$ cat config.mk
export PLATFORM = sky130hd
export DESIGN_NAME = apb_multi_timer
export DESIGN_NICKNAME = d
export VERILOG_FILES = /design/src/rtl/apb_timer_pkg.sv /design/src/rtl/apb_timer_channel.sv /design/src/rtl/apb_multi_timer.sv
export SDC_FILE = /design/constraint.sdc
export NUM_CORES = 1
export LEC_CHECK = 0
export CAP_MARGIN = 20
export CORE_UTILIZATION = 30
export CTS_CLUSTER_SIZE = 24
export DETAILED_ROUTE_END_ITERATION = 10
export GPL_TIMING_DRIVEN = 0
export PLACE_DENSITY = 0.54
export REMOVE_ABC_BUFFERS = 1
export SETUP_SLACK_MARGIN = 0.5
export SLEW_MARGIN = 20
export SYNTH_ARGS = -nofsm -noshare
export SYNTH_HDL_FRONTEND = slang
export SYNTH_SLANG_ARGS = --single-unit
$ cat constraint.sdc
create_clock -name PCLK -period 7.1 [get_ports PCLK]
set_clock_uncertainty 0.1 [all_clocks]
set_input_delay 1.065 -clock PCLK [delete_from_list [all_inputs] [get_ports PCLK]]
set_output_delay 1.065 -clock PCLK [all_outputs]
set_load 0.005 [all_outputs]
$ cat src/rtl/apb_timer_pkg.sv
// Shared register map and CTRL layout for the APB multi-channel timer.
package apb_timer_pkg;

    localparam logic [4:0] OFF_LOAD   = 5'h00;
    localparam logic [4:0] OFF_VALUE  = 5'h04;
    localparam logic [4:0] OFF_CTRL   = 5'h08;
    localparam logic [4:0] OFF_INTCLR = 5'h0C;
    localparam logic [4:0] OFF_RIS    = 5'h10;
    localparam logic [4:0] OFF_MIS    = 5'h14;
    localparam logic [4:0] OFF_BGLOAD = 5'h18;

    localparam int CTRL_EN      = 0;
    localparam int CTRL_IE      = 1;
    localparam int CTRL_ONESHOT = 2;
    localparam int CTRL_PRE_LSB = 4;
    localparam int CTRL_PRE_MSB = 7;

    localparam logic [7:0] CH_STRIDE   = 8'h20;
    localparam logic [7:0] INTSUM_ADDR = 8'h80;
    localparam int         CH_SHIFT    = $clog2(CH_STRIDE);
    localparam int         PRESC_W     = 15;

    typedef struct packed {
        logic [3:0] pre;
        logic       oneshot;
        logic       ie;
        logic       en;
    } ctrl_t;

    function automatic logic [31:0] ctrl_pack(input ctrl_t c);
        logic [31:0] r;
        r = '0;
        r[CTRL_EN]      = c.en;
        r[CTRL_IE]      = c.ie;
        r[CTRL_ONESHOT] = c.oneshot;
        r[CTRL_PRE_MSB:CTRL_PRE_LSB] = c.pre;
        return r;
    endfunction

    function automatic ctrl_t ctrl_unpack(input logic [31:0] d);
        ctrl_t c;
        c.en      = d[CTRL_EN];
        c.ie      = d[CTRL_IE];
        c.oneshot = d[CTRL_ONESHOT];
        c.pre     = d[CTRL_PRE_MSB:CTRL_PRE_LSB];
        return c;
    endfunction

endpackage

$ cat src/rtl/apb_timer_channel.sv
// One timer channel: prescaler, down-counter, raw interrupt and its control registers.
module apb_timer_channel
    import apb_timer_pkg::*;
#(
    parameter int WIDTH      = 32,
    parameter int INTACTIVEH = 1
) (
    input  logic             i_clk,
    input  logic             i_rst,
    input  logic             i_wr_load,
    input  logic             i_wr_bgload,
    input  logic             i_wr_ctrl,
    input  logic             i_wr_intclr,
    input  logic [31:0]      i_wdata,
    output logic [WIDTH-1:0] o_load,
    output logic [WIDTH-1:0] o_value,
    output ctrl_t            o_ctrl,
    output logic             o_ris,
    output logic             o_mis,
    output logic             o_timint
);

    localparam logic IDLE_LVL = 1'(INTACTIVEH == 0);

    ctrl_t               r_ctrl;
    logic [WIDTH-1:0]    r_load;
    logic [WIDTH-1:0]    r_value;
    logic [PRESC_W-1:0]  r_presc;
    logic                r_ris;
    logic                r_timint;

    logic [PRESC_W-1:0]  w_mask;
    logic                w_tick;
    logic                w_expire;

    // Free-running prescaler: a tick whenever its low PRE bits are all ones.
    assign w_mask   = PRESC_W'((32'd1 << r_ctrl.pre) - 32'd1);
    assign w_tick   = r_ctrl.en && ((r_presc & w_mask) == w_mask);
    assign w_expire = w_tick && (r_value == '0) && !i_wr_load;

    always_ff @(posedge i_clk or posedge i_rst) begin
        if (i_rst) begin
            r_ctrl   <= '0;
            r_load   <= '0;
            r_value  <= '0;
            r_presc  <= '0;
            r_ris    <= 1'b0;
            r_timint <= IDLE_LVL;
        end else begin
            if (i_wr_load) begin
                r_load  <= i_wdata[WIDTH-1:0];
                r_value <= i_wdata[WIDTH-1:0];
                r_presc <= '0;
            end else begin
                if (i_wr_bgload)
                    r_load <= i_wdata[WIDTH-1:0];
                r_presc <= r_ctrl.en ? r_presc + 1'b1 : '0;
                if (w_tick)
                    r_value <= (r_value == '0) ? (r_ctrl.oneshot ? '0 : r_load)
                                               : r_value - 1'b1;
            end

            // A software CTRL write overrides the one-shot self-disable.
            if (i_wr_ctrl)
                r_ctrl <= ctrl_unpack(i_wdata);
            else if (w_expire && r_ctrl.oneshot)
                r_ctrl.en <= 1'b0;

            if (w_expire)
                r_ris <= 1'b1;
            else if (i_wr_intclr)
                r_ris <= 1'b0;

            r_timint <= (r_ris & r_ctrl.ie) ^ IDLE_LVL;
        end
    end

    assign o_load   = r_load;
    assign o_value  = r_value;
    assign o_ctrl   = r_ctrl;
    assign o_ris    = r_ris;
    assign o_mis    = r_ris & r_ctrl.ie;
    assign o_timint = r_timint;

endmodule

$ cat src/rtl/apb_multi_timer.sv
// APB slave wrapping NUM_CH timer channels: address decode, error response and read mux.
module apb_multi_timer
    import apb_timer_pkg::*;
#(
    parameter int NUM_CH     = 2,
    parameter int WIDTH      = 32,
    parameter int INTACTIVEH = 1
) (
    input  logic              PCLK,
    input  logic              PRESET,
    input  logic              PSEL,
    input  logic              PENABLE,
    input  logic              PWRITE,
    input  logic [7:2]        PADDR,
    input  logic [31:0]       PWDATA,
    output logic [31:0]       PRDATA,
    output logic              PREADY,
    output logic              PSLVERR,
    output logic [NUM_CH-1:0] TIMINT
);

    localparam int CHW = 8 - CH_SHIFT;

    logic [7:0]          w_addr;
    logic [CHW-1:0]      w_ch;
    logic [CH_SHIFT-1:0] w_off;
    logic                w_acc;
    logic                w_sum;
    logic                w_ch_ok;
    logic                w_err;
    logic                w_wr;
    logic                w_rd;
    logic [31:0]         w_rdata;

    logic [NUM_CH-1:0][WIDTH-1:0] w_load;
    logic [NUM_CH-1:0][WIDTH-1:0] w_value;
    ctrl_t [NUM_CH-1:0]           w_ctrl;
    logic [NUM_CH-1:0]            w_ris;
    logic [NUM_CH-1:0]            w_mis;

    assign w_addr  = {PADDR, 2'b00};
    assign w_ch    = w_addr[7:CH_SHIFT];
    assign w_off   = w_addr[CH_SHIFT-1:0];
    assign w_acc   = PSEL & PENABLE;
    assign w_sum   = (w_addr == INTSUM_ADDR);
    assign w_ch_ok = !w_sum && (32'(w_ch) < NUM_CH);

    // Error on missing channel, hole in the map, or access against the register's direction.
    always_comb begin
        w_err = 1'b1;
        if (w_sum)
            w_err = PWRITE;
        else if (w_ch_ok) begin
            case (w_off)
                OFF_LOAD, OFF_CTRL:           w_err = 1'b0;
                OFF_VALUE, OFF_RIS, OFF_MIS:  w_err = PWRITE;
                OFF_INTCLR, OFF_BGLOAD:       w_err = !PWRITE;
                default:                      w_err = 1'b1;
            endcase
        end
    end

    assign w_wr = w_acc & PWRITE & ~w_err;
    assign w_rd = w_acc & ~PWRITE & ~w_err & ~PRESET;

    for (genvar c = 0; c < NUM_CH; c++) begin : g_ch
        logic w_hit;
        assign w_hit = w_wr && (32'(w_ch) == c);

        apb_timer_channel #(
            .WIDTH      (WIDTH),
            .INTACTIVEH (INTACTIVEH)
        ) u_ch (
            .i_clk       (PCLK),
            .i_rst       (PRESET),
            .i_wr_load   (w_hit && (w_off == OFF_LOAD)),
            .i_wr_bgload (w_hit && (w_off == OFF_BGLOAD)),
            .i_wr_ctrl   (w_hit && (w_off == OFF_CTRL)),
            .i_wr_intclr (w_hit && (w_off == OFF_INTCLR)),
            .i_wdata     (PWDATA),
            .o_load      (w_load[c]),
            .o_value     (w_value[c]),
            .o_ctrl      (w_ctrl[c]),
            .o_ris       (w_ris[c]),
            .o_mis       (w_mis[c]),
            .o_timint    (TIMINT[c])
        );
    end

    always_comb begin
        w_rdata = '0;
        if (w_sum)
            w_rdata = 32'(w_mis);
        else begin
            for (int c = 0; c < NUM_CH; c++) begin
                if (32'(w_ch) == c) begin
                    case (w_off)
                        OFF_LOAD:  w_rdata = 32'(w_load[c]);
                        OFF_VALUE: w_rdata = 32'(w_value[c]);
                        OFF_CTRL:  w_rdata = ctrl_pack(w_ctrl[c]);
                        OFF_RIS:   w_rdata = 32'(w_ris[c]);
                        OFF_MIS:   w_rdata = 32'(w_mis[c]);
                        default:   w_rdata = '0;
                    endcase
                end
            end
        end
    end

    assign PRDATA  = w_rd ? w_rdata : '0;
    assign PREADY  = 1'b1;
    assign PSLVERR = w_acc & w_err;

endmodule

==> reports/metrics.cfg, run 1 <==
[status]
status=complete, no violations

[job]
maxCapViolCount=0

[sta]
slew_violations=0
max_slew_margin_pct=27.7
fin_ws_ns=1.50
hold_viol_final=0
setup_viol=0
whs_ns=0.427
worst_pin_slew_ns=1.08
max_clock_freq_mhz=178
rsz0062_at_grt=false
fin_crit_ns=5.60
tns_ns=0
finalCritPeriodShare_pct=78.9

[clock_tree]
postCtsSetupRepairBufs=0
cts_made_buffers=17
hold_buffers=0
clock_latency_ns=0.44
h-tree-depth=4
clockBufferDepth=2
numClockSinks=176
cts_resized=0
clk_pin_slew_worst_paths_ns=0.07
cts-root-buf=clkbuf_16
cts_tree=yes

[synth]
ys_ff_latch=176
syn_avg_cell_area_um2=8.60
synth_warnings=0
ys_types=76
synthMostInstantiatedCell=dfrtp_1
ys.flop_type=dfrtp_1
netlist_instances=1335
yosys.area.top_type=dfrtp_1
yosys-top-cells-area=dfrtp_1 38%, mux2_2 7.2%, nor2_1 4.6%
async_flop_share_pct=100
ys_seq_area_share_pct=38.3
synth_edf_count=0
synthDominantCellAreaShare_pct=38.3
synth_top_cells_by_count=176 x dfrtp_1, 140 x nor2_1, 99 x nand2_1
syn_area_um2=11500

[placement]
place_ws_ns=0.855
port_buffers=77
dpl_cell_area_um2=12900
place_hpwl_mm=27.2
gp_congestion=0.864

[drt]
first_pass_iters=6
drt_iter0_drc=1011
vias=10800
wl_per_cell_um=21.0
via_per_inst=5.76
wirelength_mm=39.4
drc=0
antenna_left=0

[worst_setup_path]
cp.required_ns=5.93
crit_path_end_kind=primary output
cp-start-kind=input port
rr_worst_depth=10
path_max_fanout=23
cp_cell_sequence=clkdlybuf4s50_1 -> nor2b_1 -> a221oi_1 -> o32a_1 -> nor2_1 -> nand2_1 -> or2_1 -> nor2_1 -> clkdlybuf4s50_1
cp_slowest_cell=clkdlybuf4s50_1
path_class=input port to primary output
slowest_delay_ns=0.97
arrival_ns=4.44

[layout]
nets=1406
drive_gt1_share_pct=11.8
area_growth_syn_to_layout_pct=17.2
diodes=0
stdcell_area_um2=13500
final_util_pct=35.7
nFillCells=3954

[power_and_ir_drop]
p_per_area_nw_per_um2=163
p_leak_nw=4.88
vdd_drop_max_mv=0.143

[floorplan]
start_util_pct=30.5
pin_count=79
num_rows=71
fp.dieH_um=198
die_area_um2=39100
die_w_um=198
core_area_um2=37700

[global_routing]
grt_pass1_vias=10200
grt_pass1_wl_mm=61.1
grt_max_degree=98
gr-total-overflow=0
antenna_found_initial=0
grt_use_total_pct=20.4

[min_path]
hold_class=register to register
whs_path_depth=1

## cells in the final DEF, fill, tap and decap left out, types with 5 or more instances in the layout
cell,count
dfrtp_1,176
nor2_1,135
nand2_1,98
o21ai_0,96
a21oi_1,95
clkdlybuf4s50_1,76
mux2_2,73
a22oi_1,63
nand3_1,57
nor3_1,38
o22a_1,29
a31oi_1,28
xnor2_1,24
inv_1,23
mux2i_1,22
nor4_1,22
or3_1,17
o31ai_1,17
clkbuf_16,17
and3_1,15
xor2_1,14
nand2b_1,12
nand4_1,11
nor3b_1,10
and2_1,8
or2_2,8
nor2b_1,8
o22ai_1,8
ha_1,8
nor4b_1,7
o21ai_1,7
buf_16,7
buf_4,7
nand3b_1,6
nor2_4,6
or4_1,6
a21o_1,6
o21a_1,5
## registers in the layout, summed over array words and instances (netlist names)
name                cells
g_ch.u_ch.o_ctrl       14
g_ch.u_ch.o_load       64
g_ch.u_ch.o_ris         2
g_ch.u_ch.o_timint      2
g_ch.u_ch.o_value      64
g_ch.u_ch.r_presc      30
## worst max-delay path: cells and delay by family
| family | cells | cell delay (ns) |
|---|---|---|
| buf+inv | 2 | 1.48 |
| compound gates | 2 | 0.41 |
| simple gates | 5 | 1.48 |
## final cells by class
| class | count | area, µm² | share of cell area [%] |
|---|---|---|---|
| clock buffers | 21 | 440 | 3.27 |
| clock inverters | 7 | 67.6 | 0.502 |
| inverters | 25 | 101 | 0.753 |
| multi-input cells | 1033 | 6640 | 49.3 |
| flip-flops and latches | 176 | 4400 | 32.7 |
| well taps | 511 | 639 | 4.75 |
| repair buffers | 102 | 1170 | 8.70 |
## through the flow
stage / power [mW] / std cells
2_1_floorplan: 1.21 / 1234
3_3_place_gp: 1.31 / 1822
3_5_place_dp: 1.32 / 1846
4_1_cts: 2.21 / 1874
5_1_grt: 2.27 / 1875
6_report: 2.19 / 1875
## layer usage
metal	global-route usage, %	routed length [µm]	share of wire, %
met1	30.2	18700	47
met2	30.0	16900	43
met3	4.03	3190	8.1
met4	5.20	597	1.5
met5	0	0	0
## cells by family (layout without fill, tap and decap cells)
| group | after synthesis | after routing | synth area share (%) |
|---|---|---|---|
| buffers and inverters | 126 | 155 | 4.52 |
| xor gates and xnor gates | 38 | 38 | 2.90 |
| muxes | 96 | 96 | 9.17 |
| adders and majority gates | 8 | 8 | 0.871 |
| and+or+nand+nor | 486 | 486 | 21.2 |
| DFF | 176 | 176 | 38.3 |
| AOI/OAI and AO/OA | 404 | 404 | 22.9 |
| other | 1 | 1 | 0.0326 |
## final timing paths
path / end / from / slack [ns]
worst max-delay path: PRDATA[2] / PADDR[3] / 1.50
worst min register to register: g_ch[1].u_ch.o_load[28] / g_ch[1].u_ch.o_load[28] / 0.43
min in group asynchronous: g_ch[0].u_ch.o_ctrl[5] / PRESET / 1.09
worst min-delay path: g_ch[1].u_ch.o_load[28] / g_ch[1].u_ch.o_load[28] / 0.43
max in group asynchronous: g_ch[1].u_ch.o_load[12] / PRESET / 4.99
worst max register to register: g_ch[1].u_ch.o_ctrl[0] / g_ch[1].u_ch.o_ctrl[6] / 2.78
## power by group
part	leakage (nW)	switching, mW	total [mW]	internal [mW]
clock network	0.241	0.413	0.886	0.473
registers	2.19	0.0485	1.08	1.04
logic	2.44	0.130	0.218	0.0875
(Power assumes the default switching activity.)
==> run 2: changes to the inputs <==
--- a/config.mk
+++ b/config.mk
@@ -10,7 +10,7 @@
 export CTS_CLUSTER_SIZE = 24
 export DETAILED_ROUTE_END_ITERATION = 10
 export GPL_TIMING_DRIVEN = 0
-export PLACE_DENSITY = 0.54
+export PLACE_DENSITY = 0.56
 export REMOVE_ABC_BUFFERS = 1
 export SETUP_SLACK_MARGIN = 0.5
 export SLEW_MARGIN = 20
==> constraint.sdc (replaced) <==
create_clock -name PCLK -period 4.9 [get_ports PCLK]
set_clock_uncertainty 0.1 [all_clocks]
set_input_delay 0.735 -clock PCLK [delete_from_list [all_inputs] [get_ports PCLK]]
set_output_delay 0.735 -clock PCLK [all_outputs]
set_load 0.005 [all_outputs]
==> run 2 against run 1 <==
- sequential power increased by 45%
- design area increased by 1.1%
- critical path depth decreased by 1
- non-clock buffer count increased by 1
- combinational power increased by 48%
- final cell count increased by 0.43%
- total power increased by 55%
- via count increased by 2.2%
- critical endpoint is now PRDATA[5]
- highest routed layer unchanged
==> reports/metrics.cfg, run 2 (synthesized netlist as in run 1, its figures left out) <==
[status]
status=complete, no violations

[layout]
area_growth_syn_to_layout_pct=18.4
drive_gt1_share_pct=13.2
diodes=0
final_common_cell=dfrtp_1
final_cell_mix=176 x dfrtp_1, 134 x nor2_1, 97 x nand2_1
final_cells=1883
final_util_pct=36.1
nFillCells=3901
nets=1410

[clock_tree]
numClockSinks=176
h-tree-depth=4
clk_pin_slew_worst_paths_ns=0.07
clockBufferDepth=2
cts_made_buffers=17
cts-root-buf=clkbuf_16
cts_tree=yes
clock_latency_ns=0.46

[global_routing]
grt_max_degree=98
gr-total-overflow=0
antenna_found_initial=0
grt_use_total_pct=20.7
grt_pass1_vias=10100
grt_pass1_wl_mm=61.9

[power_and_ir_drop]
p_per_area_nw_per_um2=249
p_comb_share_pct=9.5
switchingPower_uw=920
intPower_mw=2.47
p_seq_share_pct=46.2
p_leak_nw=4.96
p_sw_share_pct=27.1
vdd_drop_max_mv=0.215
clkPwrFrac_pct=44.3

[floorplan]
die_area_um2=39100
num_rows=71
pin_count=79
start_util_pct=30.5
core_area_um2=37700
die_w_um=198
fp.dieH_um=198

[worst_setup_path]
arrival_ns=3.41
crit_path_end_kind=primary output
cp-start-kind=input port
rr_worst_depth=10
path_class=input port to primary output
critical_path.top_delay_family=simple AND/OR/NAND/NOR gates
cp_slowest_cell=clkdlybuf4s50_1
worst-path-buf-inv=2
path_depth=8
reg2reg_to=g_ch[1].u_ch.o_ctrl[0]
slowest_delay_ns=0.51
path_max_fanout=25
r2r_start=g_ch[1].u_ch.o_ctrl[6]
cp_cell_sequence=clkbuf_4 -> or3_1 -> o32a_1 -> nor2_4 -> nand2_4 -> or2_1 -> nor2_1 -> clkdlybuf4s50_1
regToRegSetupSlack_ns=0.78
cp.required_ns=4.07

[placement]
gp_congestion=0.881
place_inst=1845
port_buffers=77
place_hpwl_mm=26.6
place_ws_ns=-0.683

[min_path]
hold_end=g_ch[0].u_ch.o_load[20]
whs_path_depth=1
hold_class=register to register
worstHoldStart=g_ch[0].u_ch.o_load[20]

[sta]
fin_ws_ns=0.651
finalCritPeriodShare_pct=86.7
worst_pin_slew_ns=1.12
setup_viol=0
rsz0062_at_grt=false
tns_ns=0
max_slew_margin_pct=25.6
max_clock_freq_mhz=235
slew_violations=0
hold_viol_final=0
fin_crit_ns=4.25

[drt]
wirelength_mm=40.2
drt_iter0_drc=1124
antenna_left=0
wl_per_cell_um=21.4
vias=11000
drc=0
via_per_inst=5.86
first_pass_iters=6

[job]
maxCapViolCount=0

run 2: cell types whose count changed in the layout (fill, tap and decap cells not counted), sizes merged:
| cell | before | now |
|---|---|---|
| clkdlybuf4s50 | 76 | 74 |
| clkinvlp | 3 | 1 |
| clkbuf | 21 | 22 |
| buf | 26 | 27 |
| nor2 | 141 | 143 |
| clkinv | 3 | 6 |
| inv | 25 | 27 |
| bufinv | 1 | 3 |
| nand2 | 99 | 100 |
run 2: what timing repair did:
action	in CTS	in global routing
gates cloned	2	1
pin swaps	2	1
setup endpoints to repair	53	30
setup buffers	3	0
hold buffers	0	0
resized for setup	10	11
run 2: power by group through the flow:
stage | Combinational, mW | Sequential [mW] | Clock [mW]
floorplan | 0.172 | 1.57 | 0
finish | 0.322 | 1.57 | 1.50
global placement | 0.296 | 1.59 | 0
CTS | 0.315 | 1.57 | 1.52
detailed placement | 0.307 | 1.59 | 0
global route | 0.350 | 1.58 | 1.58
run 2: through the flow:
stage / hold slack, ns / total power, mW / area (µm²)
CTS: 0.429 / 3.40 / 13600
finish: 0.433 / 3.39 / 13600
global placement: 0.402 / 1.89 / 12500
floorplan: 0.372 / 1.75 / 11100
detailed placement: 0.412 / 1.90 / 12900
global route: 0.453 / 3.50 / 13600
run 2: routing by layer:
| metal | wire, µm | global-route usage [%] | vias to the layer above |
|---|---|---|---|
| met5 | 0 | 0 | - |
| met3 | 3260 | 3.55 | 55 |
| met2 | 17400 | 30.2 | 516 |
| li1 | - | - | 4979 |
| met1 | 18800 | 30.6 | 5486 |
| met4 | 867 | 6.26 | 0 |
run 2: final cells by class:
class	instances	area, µm²	share of cell area (%)
Tap cell	511	639	4.70
Sequential cell	176	4400	32.4
Timing Repair Buffer	103	1120	8.25
Clock inverter	12	156	1.15
Inverter	25	101	0.745
Multi-Input combinational cell	1036	6710	49.3
Clock buffer	20	467	3.43
run 2: worst max path at each step:
stage,start,endpoint,slack (ns)
3_5_place_dp,PADDR[3],PRDATA[5],-0.68
3_3_place_gp,PRESET,g_ch[0].u_ch.o_load[15],-3.66
2_1_floorplan,PRESET,g_ch[0].u_ch.o_ctrl[0],-0.71
6_report,PADDR[2],PRDATA[5],0.65
4_1_cts,PADDR[2],PRDATA[28],0.52
5_1_grt,g_ch[1].u_ch.o_ctrl[6],g_ch[1].u_ch.o_ctrl[0],0.52
run 2: worst reg2reg max path, stage by stage, from the launching register on:
cell and delay (ns):
dfrtp_1 0.67, nor2_1 0.21, nand3_1 0.14, ha_2 0.38, xor2_1 0.18, o221ai_1 0.12, a2111oi_0 0.49, nand4_1 0.32
or2_2 0.68, o41a_1 0.48, mux2_2 0.26
